[src/rtl/fetch_stage.sv]
// Instruction fetch stage with IF/ID register, one-word hold buffer for paused
// deliveries, and a pending redirect for branches accepted while the delay slot waits.
module fetch_stage #(
  parameter logic [15:0] RESET_PC  = 16'h0000,
  parameter logic [15:0] NOP_INSTR = 16'h0800
) (
  input  logic        clk,
  input  logic        rst,
  input  logic        ifi_pause,
  input  logic        ifi_branch,
  input  logic [15:0] ifi_new_pc,
  input  logic        ifi_flush,
  input  logic [15:0] ifi_flush_pc,
  output logic        ifo_mem_req,
  output logic [15:0] ifo_mem_addr,
  input  logic        ifi_mem_ready,
  input  logic [15:0] ifi_mem_data,
  output logic [15:0] ifo_addr,
  output logic [15:0] ifo_instr,
  output logic [15:0] ifo_pc
);

  typedef enum logic {S_FETCH, S_HOLD} state_t;

  state_t      state_q, state_d;
  logic [15:0] fetch_pc_q, fetch_pc_d;
  logic [15:0] hb_addr_q, hb_addr_d;
  logic [15:0] hb_instr_q, hb_instr_d;
  logic        pend_v_q, pend_v_d;
  logic [15:0] pend_pc_q, pend_pc_d;
  logic [15:0] if_addr_q, if_addr_d;
  logic [15:0] if_instr_q, if_instr_d;

  logic        branch_acc;
  logic [15:0] next_pc;

  // A branch only takes effect when decode's instruction actually advances.
  assign branch_acc = ifi_branch & ~ifi_pause;
  assign next_pc    = branch_acc ? ifi_new_pc :
                      pend_v_q   ? pend_pc_q  : fetch_pc_q + 16'd1;

  always_comb begin
    state_d    = state_q;
    fetch_pc_d = fetch_pc_q;
    hb_addr_d  = hb_addr_q;
    hb_instr_d = hb_instr_q;
    pend_v_d   = pend_v_q;
    pend_pc_d  = pend_pc_q;
    if_addr_d  = if_addr_q;
    if_instr_d = if_instr_q;
    if (ifi_flush) begin
      if_addr_d  = ifi_flush_pc;
      if_instr_d = NOP_INSTR;
      fetch_pc_d = ifi_flush_pc;
      pend_v_d   = 1'b0;
      state_d    = S_FETCH;
    end else begin
      case (state_q)
        S_FETCH: begin
          if (ifi_mem_ready) begin
            if (!ifi_pause) begin
              if_addr_d  = fetch_pc_q;
              if_instr_d = ifi_mem_data;
              fetch_pc_d = next_pc;
              pend_v_d   = 1'b0;
            end else begin
              hb_addr_d  = fetch_pc_q;
              hb_instr_d = ifi_mem_data;
              state_d    = S_HOLD;
            end
          end else if (!ifi_pause) begin
            // Delay slot still outstanding: bubble into ID, remember the target.
            if_addr_d  = fetch_pc_q;
            if_instr_d = NOP_INSTR;
            if (branch_acc) begin
              pend_v_d  = 1'b1;
              pend_pc_d = ifi_new_pc;
            end
          end
        end
        S_HOLD: begin
          if (!ifi_pause) begin
            if_addr_d  = hb_addr_q;
            if_instr_d = hb_instr_q;
            fetch_pc_d = next_pc;
            pend_v_d   = 1'b0;
            state_d    = S_FETCH;
          end
        end
        default: state_d = S_FETCH;
      endcase
    end
  end

  always_ff @(posedge clk or posedge rst) begin
    if (rst) begin
      state_q    <= S_FETCH;
      fetch_pc_q <= RESET_PC;
      hb_addr_q  <= '0;
      hb_instr_q <= '0;
      pend_v_q   <= 1'b0;
      pend_pc_q  <= '0;
      if_addr_q  <= '0;
      if_instr_q <= NOP_INSTR;
    end else begin
      state_q    <= state_d;
      fetch_pc_q <= fetch_pc_d;
      hb_addr_q  <= hb_addr_d;
      hb_instr_q <= hb_instr_d;
      pend_v_q   <= pend_v_d;
      pend_pc_q  <= pend_pc_d;
      if_addr_q  <= if_addr_d;
      if_instr_q <= if_instr_d;
    end
  end

  assign ifo_mem_req  = (state_q == S_FETCH) && !rst;
  assign ifo_mem_addr = fetch_pc_q;
  assign ifo_pc       = fetch_pc_q;
  assign ifo_addr     = if_addr_q;
  assign ifo_instr    = if_instr_q;

endmodule

[config.mk]
export PLATFORM = sky130hd
export DESIGN_NAME = fetch_stage
export DESIGN_NICKNAME = d
export VERILOG_FILES = /design/src/rtl/fetch_stage.sv
export SDC_FILE = /design/constraint.sdc
export NUM_CORES = 1
export LEC_CHECK = 0
export BUFFER_PORTS_ARGS = -buffer_cell sky130_fd_sc_hd__buf_2
export CAP_MARGIN = 10
export CORE_MARGIN = 1.5
export CORE_UTILIZATION = 44
export CTS_BUF_LIST = sky130_fd_sc_hd__clkbuf_4 sky130_fd_sc_hd__clkbuf_8
export CTS_CLUSTER_DIAMETER = 40
export DETAILED_ROUTE_END_ITERATION = 6
export PLACE_DENSITY = 0.75
export SYNTH_ARGS = -nofsm -noshare
export SYNTH_HDL_FRONTEND = slang
export SYNTH_SLANG_ARGS = --single-unit
export TNS_END_PERCENT = 10
[constraint.sdc]
create_clock -name clk -period 3.7 [get_ports clk]
set_input_delay 0.185 -clock clk [delete_from_list [all_inputs] [get_ports clk]]
set_output_delay 0.185 -clock clk [all_outputs]
set_load 0.05 [all_outputs]
# Word level (Yosys, flattened, before mapping)
# Index checks and enable logic that the tools add are counted.
[classes]
n_addsub = 1
eq_ne = 5
muxes = 26
bitwise_logic = 5
n_reduce_logical = 6
[ops]
columns = ["cell", "n"]
rows = [
  ["$mux W16", 13],
  ["$pmux W16 S2", 3],
  ["$add A16 B1 Y16 const B", 1],
  ["$ne A3 B3 Y1 const B", 3],
  ["$mux W1", 8],
  ["$ne A4 B4 Y1 const B", 2],
  ["$reduce_and A5 Y1", 1],
  ["$not A1 Y1", 4],
  ["$pmux W1 S2", 2],
  ["$reduce_and A2 Y1", 2],
  ["$reduce_and A4 Y1", 1],
  ["$and A1 B1 Y1", 1],
  ["$logic_and A1 B1 Y1", 1],
  ["$logic_not A1 Y1", 1],
]
[totals]
ff_bits = 98
input_bits = 54
out_inout_bits = 65
word_cells = 51

# Longest topological paths before layout
[depth]
depth_word = 7
depth_mapped = 7

# Worst setup path after synthesis
# Ideal clock, no wire load.
[synth_path]
path_type = "register to register"
startpoint = "reg fetch_pc_q[0] (netlist: ifo_mem_addr[0])"
endpoint = "reg fetch_pc_q[10] (netlist: ifo_mem_addr[10])"
setup_ns = 0.132
t_arrival_ns = 2.055
slack_ns = 1.514
stages_incl_launch_ff = 7
n_path_buf = 0
synth_period_minus_slack_ns = 2.186
path_cell_list = "dfrtp_1 > ha_1 > nand3_1 > nor2_1 > mux2i_1 > a2111oi_0 > or3b_1"
[synth_between]
elab_chain_len = 7
[synth_rtl]
columns = ["element", "line_no", "text"]
rows = [
  ["start: declaration", "26", "logic [15:0] fetch_pc_q, fetch_pc_d;"],
  ["start signal: assignment", "107", "fetch_pc_q <= fetch_pc_d;"],
  ["$add A16 B1 Y16 (*)", "40", "pend_v_q ? pend_pc_q : fetch_pc_q + 16'd1;"],
  ["$mux W16 (*)", "40", ""],
  ["$mux W16 (*)", "39", "assign next_pc = branch_acc ? ifi_new_pc :"],
  ["$mux W16 (*)", "61, 82", ""],
  ["$mux W16", "60", "if (ifi_mem_ready) begin"],
  ["$pmux W16 S2 (*)", "58", "case (state_q)"],
  ["$mux W16 (*)", "51", "if (ifi_flush) begin"],
]
# Mark *: on every way between the ends. The rest lies on a longest branch, timed or not. The select of a mux whose other input is x is not followed.
# A chain may end at the register's enable or synchronous reset.

# Worst setup path after layout
[layout_path]
startpoint = "reg fetch_pc_q[1] (netlist: ifo_mem_addr[1])"
endpoint = "reg fetch_pc_q[10] (netlist: ifo_mem_addr[10])"
# The elaborated chain is that of the path after synthesis.

==> metrics.yaml <==
clocking:
  cts_buffers: 9
  clock-root-buffer: "clkbuf_8"
  clock_path_buffers: 2
  post_cts_resized: 0
  path_clk_slew_ns: 0.10
  post_cts_buffers: 0
  h-tree-depth: 3
  cts_hold_buf: 0
  tritoncts: "yes"
  clock-sinks: 98
  worstSkewPairLatency_ns: 0.38
cells_and_area:
  drive_above_1_share: 0.333
  layout.cells.most_common: "buf_2"
  finalInstanceArea_um2: 5820
  syn2layout_area_growth_pct: 15.4
  fillers: 1013
  fin_nets: 648
  register_area_um2: 2450
  layout_common_cells: "buf_2, dfrtp_1, a21oi_1"
  multi_input_area_um2: 2290
pwr:
  peakVddDrop_v: 0.000229
  power_density_nw_per_um2: 497
  leakagePower_nw: 2.60
worst_setup_path:
  crit_path_start_kind: "flip-flop"
  path_class: "reg2reg"
  rr_worst_depth: 6
  cp_max_fo: 9
  end_kind: "flip-flop"
  cp.required_ns: 3.96
  critPathArrivalTime_ns: 2.45
grt:
  met2_usage: 0.317
  grt_max_degree: 83
  grt_usage: 0.212
  first_global_vias: 3889
  met1_usage: 0.297
  use_met3: 0.0312
  grt_pass1_wl_mm: 19.5
  grt-ovfl-total: 0
  antenna_found_initial: 1
  top_usage_layer: "met2"
place:
  port-buffer-count: 118
  hpwl_mm: 8.64
  dpl_cell_area_um2: 5600
  gp_congestion: 0.881
floorplanning:
  die_h_um: 110
  die_area_um2: 12100
  initial_core_util: 0.457
  fp.coreArea_um2: 11000
  fp.dieW_um: 110
  row_count: 38
  io_pins: 119
routing:
  firstDrtPassIters: 5
  remaining_drc_errors: 0
  dr_total_vias: 4100
  drt-total-wl_mm: 12.4
  vias_per_cell: 5.55
  ant_nets: 0
  wl_per_cell_um: 16.8
  drtIter0Drc: 267
synthesis:
  post_synth_num_cell_types: 52
  synth_ff_type: "dfrtp_1"
  avgSynthCellArea_um2: 9.87
  synth_nets: 566
  synth_edf_count: 0
  ys_seq_area_frac: 0.486
  synth_cells: 511
  syn_area_um2: 5050
  async_reset_ff_frac: 1.00
  yosysWarnings: 0
  ys_ff_latch: 98
run_status:
  outcome: "completed"
timing:
  tightest_slew_ns: 1.16
  finalHoldViolations: 0
  setup_tns_ns: 0
  min_period_over_period: 0.592
  slew_headroom: 0.222
  drv_slew: 0
  clock_skew_ns: 0.0120
  setup-violations-final: 0
  fmax_mhz: 457
  rsz0062_at_grt: "no"
  finalCriticalPeriod_ns: 2.19
worst_hold_path:
  hold_depth: 3
  hold_class: "in2reg"
run:
  timing.max_cap.violations: 0
[cell usage after synthesis (7+ instances only)]
cell | n | area [µm²]
nand2_1 | 53 | 199
a21oi_1 | 60 | 300
nand3b_1 | 13 | 97.6
clkbuf_1 | 12 | 45.0
dfrtp_1 | 97 | 2430
buf_2 | 16 | 80.1
nand3_1 | 14 | 70.1
nor2_1 | 51 | 191
mux2i_1 | 18 | 180
buf_4 | 17 | 128
mux2_2 | 47 | 529
buf_1 | 7 | 26.3
o21ai_0 | 30 | 150
[where the power goes]
part           total (mW)  internal (mW)  switching [mW]
Combinational       0.728          0.254           0.475
Clock               0.784          0.400           0.383
Sequential           1.38           1.24           0.143
Total                2.90           1.90            1.00
[sequential cells by signal, indices dropped and copies added (netlist names)]
name and cells:
hb_addr_q 16, hb_instr_q 16, state_q 1, pend_v_q 1, pend_pc_q 16, ifo_addr 16
ifo_instr 16, ifo_mem_addr 16
[metal layers]
metal,share of wire,wire length [µm]
met2,0.47,5810
met5,0,0
met4,0.026,324
met1,0.45,5570
met3,0.058,725
[stage by stage]
stage / instances / power, mW / util / setup slack (ns) / hold WS, ns
CTS: 738 / 2.91 / 0.528 / 1.54 / 0.0171
global placement: 722 / 2.11 / 0.507 / 1.32 / 0.415
global route: 739 / 3.03 / 0.528 / 1.31 / 0.0370
floorplan: 511 / 1.96 / - / 0.955 / 0.306
detailed placement: 722 / 2.14 / 0.507 / 1.35 / 0.413
finish: 739 / 2.90 / 0.528 / 1.51 / 0.0212
[critical path: stages (launching register included)]
cell,delay [ns]
dfrtp_1,0.56
ha_1,0.26
nand3_1,0.22
nor2_1,0.28
mux2i_1,0.23
a2111oi_0,0.12
or3b_1,0.41
[area by class of cell]
cell class                      count  area share
Sequential cell                    98       0.421
Clock inverter                      6      0.0153
Multi-Input combinational cell    354       0.394
Timing Repair Buffer              124       0.111
Tap cell                          140      0.0301
Antenna cell                        1    0.000430
Clock buffer                       10      0.0236
Inverter                            6     0.00430
[worst paths after layout]
| kind | from | to | slack, ns |
|---|---|---|---|
| worst max-delay path | ifo_mem_addr[1] | ifo_mem_addr[10] | 1.51 |
| min in group asynchronous | rst | hb_instr_q[6] | 0.04 |
| max in group asynchronous | rst | ifo_addr[5] | 2.83 |
| worst min register to register | hb_instr_q[9] | hb_instr_q[9] | 0.50 |
| worst max register to register | ifo_mem_addr[1] | ifo_mem_addr[10] | 1.51 |
| worst min-delay path | ifi_flush_pc[11] | ifo_mem_addr[11] | 0.02 |
[cell families after synthesis]
group,after synthesis,synth area share
buffers and inverters,59,0.0607
multiplexers,66,0.143
AO/OA/AOI/OAI,119,0.138
flip-flops,98,0.486
XOR/XNOR,11,0.0191
adder cells (fa/ha/maj),1,0.00248
AND/OR/NAND/NOR,157,0.151
Note: power is estimated with default switching activity, not from simulation.
